===== src/rtl/uart_tx_arbiter_pkg.sv =====
// Shared constants and types for the uart transmit arbiter.
package uart_tx_arbiter_pkg;

  localparam int unsigned TxReqNum      = 4;
  localparam int unsigned TxPrioWidth   = 3;
  localparam int unsigned TxDataWidth   = 8;
  localparam int unsigned UartWordWidth = 32;

  typedef logic [TxDataWidth-1:0] TxByteT;

  typedef enum logic {
    IDLE = 1'b0,
    BUSY = 1'b1
  } tx_arb_state_t;

endpackage


===== src/rtl/uart_tx_arbiter_rr_pick.sv =====
// Combinational winner selection: highest priority among valid requesters,
// ties resolved round-robin starting just after rr_ptr.
module uart_tx_arbiter_rr_pick
  import uart_tx_arbiter_pkg::*;
#(
  parameter int unsigned NumReq    = TxReqNum,
  parameter int unsigned PrioWidth = TxPrioWidth,
  localparam int unsigned IdxWidth = $clog2(NumReq)
) (
  input  logic [NumReq-1:0]           valid,
  input  logic [NumReq*PrioWidth-1:0] prio,
  input  logic [IdxWidth-1:0]         rr_ptr,
  output logic                        any,
  output logic [IdxWidth-1:0]         idx
);

  logic [PrioWidth-1:0] prio_a [NumReq];
  logic [PrioWidth-1:0] best;
  logic [PrioWidth-1:0] cur;
  logic [IdxWidth-1:0]  pos;

  for (genvar g = 0; g < NumReq; g++) begin : g_unpack
    assign prio_a[g] = prio[g*PrioWidth +: PrioWidth];
  end

  // Scan in rotated order; a strictly greater priority is needed to displace,
  // so the first candidate after rr_ptr wins among equals.
  always_comb begin
    any  = 1'b0;
    idx  = '0;
    best = '0;
    cur  = '0;
    pos  = '0;
    for (int unsigned k = 1; k <= NumReq; k++) begin
      pos = IdxWidth'((32'(rr_ptr) + k) % NumReq);
      cur = prio_a[pos];
      if (valid[pos] && (!any || (cur > best))) begin
        any  = 1'b1;
        idx  = pos;
        best = cur;
      end
    end
  end

endmodule


===== src/rtl/uart_tx_arbiter.sv =====
// Shares one uart transmitter among NumReq byte producers, one byte per grant.
module uart_tx_arbiter
  import uart_tx_arbiter_pkg::*;
#(
  parameter int unsigned NumReq    = TxReqNum,
  parameter int unsigned DataWidth = TxDataWidth,
  parameter int unsigned PrioWidth = TxPrioWidth,
  localparam int unsigned IdxWidth = $clog2(NumReq)
) (
  input  logic                        clk,
  input  logic                        reset,
  input  logic [NumReq-1:0]           req_valid,
  input  logic [NumReq*DataWidth-1:0] req_data,
  input  logic [NumReq*PrioWidth-1:0] req_prio,
  output logic [NumReq-1:0]           req_next,
  output logic [UartWordWidth-1:0]    uart_d_in,
  output logic                        uart_rts,
  input  logic                        uart_next,
  output logic [IdxWidth-1:0]         grant_id,
  output logic                        proto_err
);

  tx_arb_state_t        state_q, state_d;
  logic [IdxWidth-1:0]  grant_q, grant_d;
  logic [IdxWidth-1:0]  rr_q, rr_d;
  logic                 err_q, err_d;
  logic                 pick_any;
  logic [IdxWidth-1:0]  pick_idx;
  logic [DataWidth-1:0] data_a [NumReq];

  for (genvar g = 0; g < NumReq; g++) begin : g_unpack
    assign data_a[g] = req_data[g*DataWidth +: DataWidth];
  end

  uart_tx_arbiter_rr_pick #(
    .NumReq    (NumReq),
    .PrioWidth (PrioWidth)
  ) u_pick (
    .valid  (req_valid),
    .prio   (req_prio),
    .rr_ptr (rr_q),
    .any    (pick_any),
    .idx    (pick_idx)
  );

  always_ff @(posedge clk) begin
    if (reset) begin
      state_q <= IDLE;
      grant_q <= '0;
      rr_q    <= IdxWidth'(NumReq - 1);
      err_q   <= 1'b0;
    end else begin
      state_q <= state_d;
      grant_q <= grant_d;
      rr_q    <= rr_d;
      err_q   <= err_d;
    end
  end

  // Pop has priority over a simultaneous valid drop; reset suppresses the pop.
  always_comb begin
    state_d  = state_q;
    grant_d  = grant_q;
    rr_d     = rr_q;
    err_d    = err_q;
    req_next = '0;
    unique case (state_q)
      IDLE: begin
        if (pick_any) begin
          grant_d = pick_idx;
          state_d = BUSY;
        end
      end
      BUSY: begin
        if (uart_next) begin
          req_next[grant_q] = !reset;
          rr_d              = grant_q;
          state_d           = IDLE;
        end else if (!req_valid[grant_q]) begin
          err_d   = 1'b1;
          state_d = IDLE;
        end
      end
      default: state_d = IDLE;
    endcase
  end

  assign uart_rts  = (state_q == BUSY);
  assign uart_d_in = (state_q == BUSY) ? UartWordWidth'(data_a[grant_q]) : '0;
  assign grant_id  = grant_q;
  assign proto_err = err_q;

endmodule


===== config.mk =====
export PLATFORM = sky130hd
export DESIGN_NAME = uart_tx_arbiter
export DESIGN_NICKNAME = d
export VERILOG_FILES = /design/src/rtl/uart_tx_arbiter_pkg.sv /design/src/rtl/uart_tx_arbiter_rr_pick.sv /design/src/rtl/uart_tx_arbiter.sv
export SDC_FILE = /design/constraint.sdc
export NUM_CORES = 1
export LEC_CHECK = 0
export ABC_AREA = 0
export CORE_MARGIN = 3
export CORE_UTILIZATION = 35
export CTS_CLUSTER_DIAMETER = 120
export DETAILED_ROUTE_END_ITERATION = 8
export GPL_TIMING_DRIVEN = 0
export PLACE_DENSITY = 0.8
export SETUP_SLACK_MARGIN = 0.15
export SLEW_MARGIN = 20
export SYNTH_ARGS = -nofsm -noshare
export SYNTH_HDL_FRONTEND = slang
export SYNTH_HIERARCHICAL = 1
export SYNTH_SLANG_ARGS = --single-unit

===== constraint.sdc =====
create_clock -name clk -period 5.6 [get_ports clk]
set_input_delay 0.56 -clock clk [delete_from_list [all_inputs] [get_ports clk]]
set_output_delay 0.56 -clock clk [all_outputs]
set_load 0.01 [all_outputs]

### After elaboration in Yosys (flattened, before gate mapping)

Index checks and enable logic that the tools add are counted.

* $lt $le $gt $ge: 14
* div/mod/pow operators: 0
* bitwise gates (word level): 9
* add/sub/neg operators: 4
* multiplexer cells: 45
* multipliers: 0
* reduce and logical (&&, ||, !) cells: 14
* equal/unequal tests: 0
* shift-type cells: 0

Operator list (number)
* two-way mux 3 bit: 11
* binary-select mux 3 bit (select 2 bit): 4
* two-way mux 8 bit: 3
* binary-select mux 8 bit (select 2 bit): 1
* greater-or-equal comparator 3 bit (second input constant): 5
* < comparator 2 x 3 -> 1 bit (second input constant): 5
* NOT 2 -> 3 bit: 5
* two-way mux 1 bit: 13
* binary-select mux 1 bit (select 2 bit): 5
* > comparator 3 bit: 3
* two-way mux 2 bit: 4
* two-way mux 4 bit: 2
* adder 2 x 1 -> 2 bit (second input constant): 2
* adder 2 bit (second input constant): 2
* AND 4 bit: 1
* logical AND 1 bit: 4
* zero test 1 bit: 4
* AND reduction 2 bit: 2
* logical OR 1 bit: 3
* NOT 1 bit: 3
* AND reduction 3 bit: 1
* demux 1 bit (select 2 bit): 1
* greater-or-equal comparator 2 x 1 -> 1 bit (second input constant): 1
* case mux 1 bit (2 select lines): 1

* register bits after elaboration: 6
* word-level logic and storage cells: 90
* bits in writable memories: 0
* memories kept: 0
* latch bits: 0
* output and inout bits: 40
* bits in read-only memories: 0

### Logic depth before layout (Yosys ltp)

Gate-level depths: netlist of run 1.

* depth after elaboration: 20
* mapped depth: 31
* mapped depth without buffers: 28

### By module

Netlist of run 1, hierarchy kept.

By module, submodules not included
* uart_tx_arbiter_rr_pick: cells each 131, area each 902.1 um^2, times used 1, seq. area each 0.0 um^2
* uart_tx_arbiter: cells each 74, area each 739.5 um^2, times used 1, seq. area each 120.1 um^2

### Least setup slack after synthesis of run 1

No wires, ideal clock.

* kind: input port to flip-flop
* start: in req_valid[1]
* end: reg grant_q[1], in the netlist grant_id[1]
* path buffers: 1
* data arrival time: 4829 ps
* slack: 647 ps
* cell stages on the path: 25
* library setup time: 124 ps
* data required time: 5476 ps
* cell sequence: buf_2 > mux4_2 > inv_1 > nor2_1 > ha_1 > nand3_1 > o21ai_0 > or2_2 > o21ai_0 > o22ai_1 > inv_1 > ha_1 > a31oi_1 > a21oi_2 > a211oi_2 > mux2i_1 > ha_1 > nor2b_1 > o21ai_0 > a32oi_1 > or2_2 > a32oi_1 > a21oi_1 > mux2i_1 > nor2_1

* elaborated cells on any way between the ends: 32

RTL lines
* from (decl): RTL line uart_tx_arbiter.sv:12 `input logic [NumReq-1:0] req_valid,`
* binary-select mux 1 bit (select 2 bit): RTL line uart_tx_arbiter_rr_pick.sv:37 `if (valid[pos] && (!any || (cur > best))) begin`
* two-way mux 1 bit (not written as such): RTL line uart_tx_arbiter_rr_pick.sv:37
* two-way mux 3 bit / two-way mux 1 bit (equally long branches): RTL line uart_tx_arbiter_rr_pick.sv:37
* > comparator 3 bit / zero test 1 bit (equally long branches): RTL line uart_tx_arbiter_rr_pick.sv:37
* logical OR 1 bit: RTL line uart_tx_arbiter_rr_pick.sv:37
* logical AND 1 bit: RTL line uart_tx_arbiter_rr_pick.sv:37
* two-way mux 3 bit / two-way mux 1 bit (equally long branches): RTL line uart_tx_arbiter_rr_pick.sv:37
* > comparator 3 bit / zero test 1 bit (equally long branches): RTL line uart_tx_arbiter_rr_pick.sv:37
* logical OR 1 bit: RTL line uart_tx_arbiter_rr_pick.sv:37
* logical AND 1 bit: RTL line uart_tx_arbiter_rr_pick.sv:37
* two-way mux 3 bit / two-way mux 1 bit (equally long branches): RTL line uart_tx_arbiter_rr_pick.sv:37
* > comparator 3 bit / zero test 1 bit (equally long branches): RTL line uart_tx_arbiter_rr_pick.sv:37
* logical OR 1 bit: RTL line uart_tx_arbiter_rr_pick.sv:37
* logical AND 1 bit: RTL line uart_tx_arbiter_rr_pick.sv:37
* two-way mux 2 bit (*): RTL line uart_tx_arbiter_rr_pick.sv:37
* named net pick_idx[1]: RTL line uart_tx_arbiter.sv:28 `logic [IdxWidth-1:0] pick_idx;`
* to (signal assigned): RTL line uart_tx_arbiter.sv:54 `grant_q <= grant_d;`
* to (decl): RTL line uart_tx_arbiter.sv:24 `logic [IdxWidth-1:0] grant_q, grant_d;`

Mark *: on every way through the listed nets, which the timed path passes. The rest lies on a longest branch. The select of a mux whose other input is x is not followed.
A chain may end at the register's enable or synchronous reset.

### Worst setup path after layout of run 1

Ends and elaborated chain as after synthesis.

==> results of run 1 <==
-- path summary, 6_finish.rpt --
kind | from | endpoint | depth (start not counted)
setup reg to reg | rr_q[1]$_SDFFE_PP1P_ | grant_id[1]$_SDFFE_PP0P_ | 29
hold reg to reg | proto_err$_SDFFE_PP0P_ | proto_err$_SDFFE_PP0P_ | 1
hold / removal | proto_err$_SDFFE_PP0P_ | proto_err$_SDFFE_PP0P_ | 1
setup / recovery | req_valid[1] | grant_id[1]$_SDFFE_PP0P_ | 26
-- state kept, by name (all words and copies together) (netlist names) --
signal and cells:
uart_rts 1, proto_err 1, rr_q 2, grant_id 2
-- cell usage in the layout, fill, tap and decap left out, types with 3 or more instances in the layout --
cell and n:
o21ai_0 8, nand2_1 22, buf_6 5, clkbuf_8 3, buf_2 3, dfxtp_1 6, conb_1 24, ha_1 9
mux4_1 4, mux4_2 7, mux2_2 7, a21oi_1 5, clkdlybuf4s50_1 62, nand3_1 7, and2_1 8, buf_4 28
dlymetal6s2s_1 3, mux2i_1 15, inv_1 13, nor2_1 14
-- logic make-up (layout without fill, tap and decap cells) --
group	after synthesis	after routing
AND/OR/NAND/NOR	64	64
buffers and inverters	52	124
other	1	24
flip-flops	6	6
multiplexers	34	34
adder cells (fa/ha/maj)	9	9
AO/OA/AOI/OAI	39	39
-- routing by layer --
metal | part of all wire | global-route usage
met5 | 0 | 0
met2 | 0.52 | 0.2790
met1 | 0.40 | 0.2209
met4 | 0.012 | 0.03755
met3 | 0.064 | 0.03514
-- per-stage QoR --
stage | util | hold slack, ps | setup WS, ps
after floorplan | - | 434.7 | 646.7
after global placement | 0.5498 | 452.7 | -280.8
after detailed placement | 0.5498 | 454.5 | -332.8
after CTS | 0.5642 | 484.1 | 180.2
after global routing | 0.5907 | 507.3 | 134.0
final | 0.5907 | 484.7 | 415.7
-- power by group --
part	internal, mW	switching, mW
clock network	0.0462	0.0183
logic	0.311	0.263
registers	0.0532	0.0128
total	0.410	0.294
-- repair_timing --
item	in CTS	in global routing
pin swaps	1	10
setup endpoints to repair	2	2
gates resized for setup	2	30
hold endpoints to repair	0	0
setup buffers	2	2
-- cell type report --
type | count | area share
Buffer | 37 | 0.1087
Sequential cell | 6 | 0.04576
Tap cell | 52 | 0.02479
Timing Repair Buffer | 69 | 0.2622
Multi-Input combinational cell | 170 | 0.5205
Inverter | 15 | 0.02240
Clock buffer | 3 | 0.01573
==> run metrics, run 1 <==
area of the multi-input gates 0.001366 sq mm; asr flop ratio synth 0; DP Area 0.002444 sq mm; starting density of the core 0.3694; antenna-violating nets left 0; Hold Buf Count CTS 0; nets 362; pwr/cell area 268.2 mW/mm^2; # placed instances 345; skew final 0.5940 ps; DR vias/cell 5.077; CP required 5700 ps; Reg clk slew, reported paths 40 ps; top-count cell post-synth buf_4; Synth Flop Type dfxtp_1; Tcrit/Tclk final 0.9258; Syn Std Cell Area 0.001642 sq mm; initial DRC count 85; Worst-Skew Late Latency 220 ps; RSZ-0062 raised after global routing no; detailed-route wire length per cell 13.36 microns; endpoint type of the worst setup path register; #FFs+latches synth 6; Finished Cell Area 0.002625 sq mm; register area share after synthesis 0.07317; synthesized area per cell 8.008 sq um; Residual DRC 0; cts bufs inserted 3; final setup TNS 0 ps; share of post-route cells with drive strength above 1 0.2467; # fillers 425; Hold Violations, Final 0; Hold Path Class register to register; Synth top cells by count 24 x buf_4, 22 x nand2_1, 16 x mux2i_1, 14 x nor2_1, 13 x inv_1; vias post-DR 1787; Synth area leaders buf_4 11%, mux2i_1 9.8%, mux4_2 9.6%, dfxtp_1 7.3%, ha_1 6.9%; slowest cell on the critical path mux4_2; H-tree levels 1; gpl congestion 0.9333; leakage 1.220 nW; final WL 4.701 mm; Worst Path Arrival 5280 ps; Slew Limit Fails 0; worst-path fanout max 9; Final min period 5184 ps; CP Class primary input to register; YS warnings 6; initial antenna violation count 0; peak supply drop 0.1795 mV; CORE AREA 0.004444 sq mm; final std cells w/o fill 352; Crit path top cell by count ha_1; post-detail-place hpwl 3.804 mm; worst slew pin tran 612.0 ps; Die Span Y 74.49 microns; First-pass DRT Iterations 4; global-route wire length before repair 7.396 mm; Inserted Diodes 0; row count 24; Synth Area in XOR/XNOR 0; IO Pins 91; total of max-cap violations 0; maximum clock rate 0.1929 GHz; largest net degree at the start of global routing 11; Register Area 120.1 sq um; grt total ovfl 0; TritonCTS Sinks 6; vias in the first global route 1655; Buf/Inv on CP 4; total track usage 0.1669; post-synthesis mux area share 0.3056; Area Growth Syn to Fin 59.91%; post-synthesis cell type count 44; CP top delay family compound AO/OA/AOI/OAI gates; FF-to-FF setup slack 510 ps; Crit path largest cell delay 530 ps; post-synthesis simple-gate area fraction 0.1905; area leader, netlist buf_4; IO Port Bufs 65; Post-Synth Adder-Cell Area 0.06860; status completed; Startpoint Class primary input; Synth top area share 0.1098; clock tree buffer depth 2; CTS root buf clkbuf_8; combinational family with the most area after synthesis multiplexers; DIE WIDTH 74.49 microns; Slew Limit Headroom 0.5877; EDFF count, synth 0; Synth Area in Compound Gates 0.1601; count of final setup violators 0; TritonCTS clock tree built; post-layout power 0.7040 mW; Mapped Cells 205; die area 0.005548 sq mm
Power figures use the tool's default switching activity.
==> inputs of run 2 (changes only) <==
Settings changed: CELL_PAD_IN_SITES_DETAIL_PLACEMENT set to 1, CELL_PAD_IN_SITES_GLOBAL_PLACEMENT set to 2, CORE_UTILIZATION 35 to 21, PLACE_DENSITY 0.8 to 0.89.
==> run 2 against run 1 <==
Utilization shrank 22 points. Critical endpoint unchanged. Final area is 3.9% higher. Register-to-register slack is essentially flat. Highest routed layer unchanged.
==> run metrics, run 2 (synthesized netlist as in run 1, its figures left out) <==
status completed; hold_ws 467.2 ps (-17.53 ps); CP Class primary input to register; Startpoint Class primary input; worst-path fanout max 3 (-6); gpl congestion 0.7637 (-18%); worst slew pin tran 528.7 ps (-83.28 ps); DR vias/cell 4.491 (-12%); count of final setup violators 0 (unchanged); vias in the first global route 1881 (+14%); global-route wire length before repair 8.749 mm (+18%); Final min period 5102 ps (-82.19 ps); Die Span Y 94.42 microns (+27%); Hold Violations, Final 0 (unchanged); Hold Path Class register to register; Hold Buf Count CTS 0 (unchanged); DIE WIDTH 94.42 microns (+27%); H-tree levels 1 (unchanged); Worst Path Arrival 5210 ps (-70 ps); Slew Limit Headroom 0.6438 (+0.05611); initial antenna violation count 0 (unchanged); Finished Cell Area 0.002726 sq mm (+3.9%); detailed-route wire length per cell 14.31 microns (+7.2%); pwr/cell area 269.3 mW/mm^2 (+0.41%); # placed instances 392 (+14%); maximum clock rate 0.1960 GHz (+1.6%); total of max-cap violations 0 (unchanged); Inserted Diodes 0 (unchanged); Reg clk slew, reported paths 40 ps (about the same); antenna-violating nets left 0 (unchanged); largest net degree at the start of global routing 11 (unchanged); Worst-Skew Late Latency 220 ps (about the same); nets 364 (+0.55%); RSZ-0062 raised after global routing no; met2 Usage GRT 0.2270 (-0.05207); combinational share of power 0.822 (+0.007); Area Growth Syn to Fin 66.08%; DP Area 0.002502 sq mm (+2.4%); die area 0.008914 sq mm (+61%); cts bufs inserted 3 (unchanged); initial DRC count 33 (-61%); post-detail-place hpwl 4.876 mm (+28%); most common cell after layout, fill and taps aside clkdlybuf4s50_1; Crit path largest cell delay 420 ps (-110 ps); Crit path top cell by count ha_1; vias post-DR 1801 (+0.78%); skew final 6.376 ps (+5.782 ps); peak supply drop 0.1054 mV (-41%); met1 Usage GRT 0.1500 (-0.07097); share of post-route cells with drive strength above 1 0.2616 (+0.01492); Residual DRC 0 (unchanged); clock tree buffer depth 2 (unchanged); Pint 0.4215 mW (+2.7%); grt total ovfl 0 (unchanged); final WL 5.739 mm (+22%); starting density of the core 0.2216 (-0.1478); Switching Fraction 0.4259 (+0.008691); First-pass DRT Iterations 4 (unchanged); CORE AREA 0.007408 sq mm (+67%); # fillers 883 (+110%); CTS root buf clkbuf_8; row count 31 (+29%); power share of the sequential group 0.089 (-0.005); Slew Limit Fails 0 (unchanged); final std cells w/o fill 401 (+14%); clock share of power 0.089 (-0.003); CP required 5700 ps (about the same); IO Port Bufs 65 (unchanged); M3 GR Usage 0.003187 (-0.03195); pre-CTS WS -479.2 ps (-146.3 ps); Psw 0.3127 mW (+6.5%); TritonCTS clock tree built; Top Usage Layer GRT met2; Tcrit/Tclk final 0.9111 (-0.01468); worst setup margin 497.9 ps (+82.19 ps); leakage 1.251 nW (+2.5%); slowest cell on the critical path clkdlybuf4s50_1; total track usage 0.1207 (-0.04616); IO Pins 91 (unchanged); TritonCTS Sinks 6 (unchanged); Util after Layout 0.3680 (-0.2226); endpoint type of the worst setup path register; most frequent cells in the layout 61 x clkdlybuf4s50_1, 30 x buf_4, 24 x conb_1
run 2: metal layers:
layer | routed length [microns] | part of all wire
met3 | 96 | 0.017
met5 | 0 | 0
met1 | 2402 | 0.42
met4 | 93 | 0.016
met2 | 3148 | 0.55
run 2: metrics by stage:
step / power [mW] / TNS [ps]
after detailed placement: 0.5793 / -957.9
after global placement: 0.5627 / -760.2
after floorplan: 0.4128 / 0
after CTS: 0.6699 / 0
after global routing: 0.7942 / 0
final: 0.7342 / 0
run 2: worst max-delay path: cells and delay by family:
kind / cells / cell delay (ps)
AOI/OAI and AO/OA: 11 / 1740
and+or+nand+nor: 6 / 930
adders and majority gates: 3 / 840
muxes: 3 / 650
buffers and inverters: 2 / 500
run 2: final timing paths:
kind	start	end	slack [ps]	cells after the start
setup / recovery	req_prio[5]	grant_id[1]$_SDFFE_PP0P_	500	25
hold / removal	proto_err$_SDFFE_PP0P_	proto_err$_SDFFE_PP0P_	470	1
setup reg to reg	rr_q[1]$_SDFFE_PP1P_	grant_id[1]$_SDFFE_PP0P_	520	27
hold reg to reg	proto_err$_SDFFE_PP0P_	proto_err$_SDFFE_PP0P_	470	1
run 2: power by group through the flow:
stage	Sequential [mW]	Clock, mW	Combinational, mW
2_1_floorplan	0.0671	0	0.346
3_3_place_gp	0.0666	0	0.496
3_5_place_dp	0.0668	0	0.513
4_1_cts	0.0662	0.0674	0.536
5_1_grt	0.0683	0.0689	0.657
6_report	0.0657	0.0652	0.603
run 2: layout make-up:
class,count,area [sq um],area share
Multi-Input combinational cell,170,1384,0.5076
Timing Repair Buffer,71,705.7,0.2588
Buffer,37,292.8,0.1074
Tap cell,99,123.9,0.04543
Sequential cell,6,120.1,0.04406
Inverter,15,58.81,0.02157
Clock buffer,3,41.29,0.01514
run 2: timing repair:
action,4_1_cts,5_1_grt
pin swaps,1,16
setup buffers,4,2
gates resized for setup,4,36
endpoints found under the setup margin,2,2
==> inputs of run 3 (changes only) <==
Settings changed: TNS_END_PERCENT set to 10.
==> results of run 3 <==
The final DEF is identical to that of run 2; final timing and power are the same.
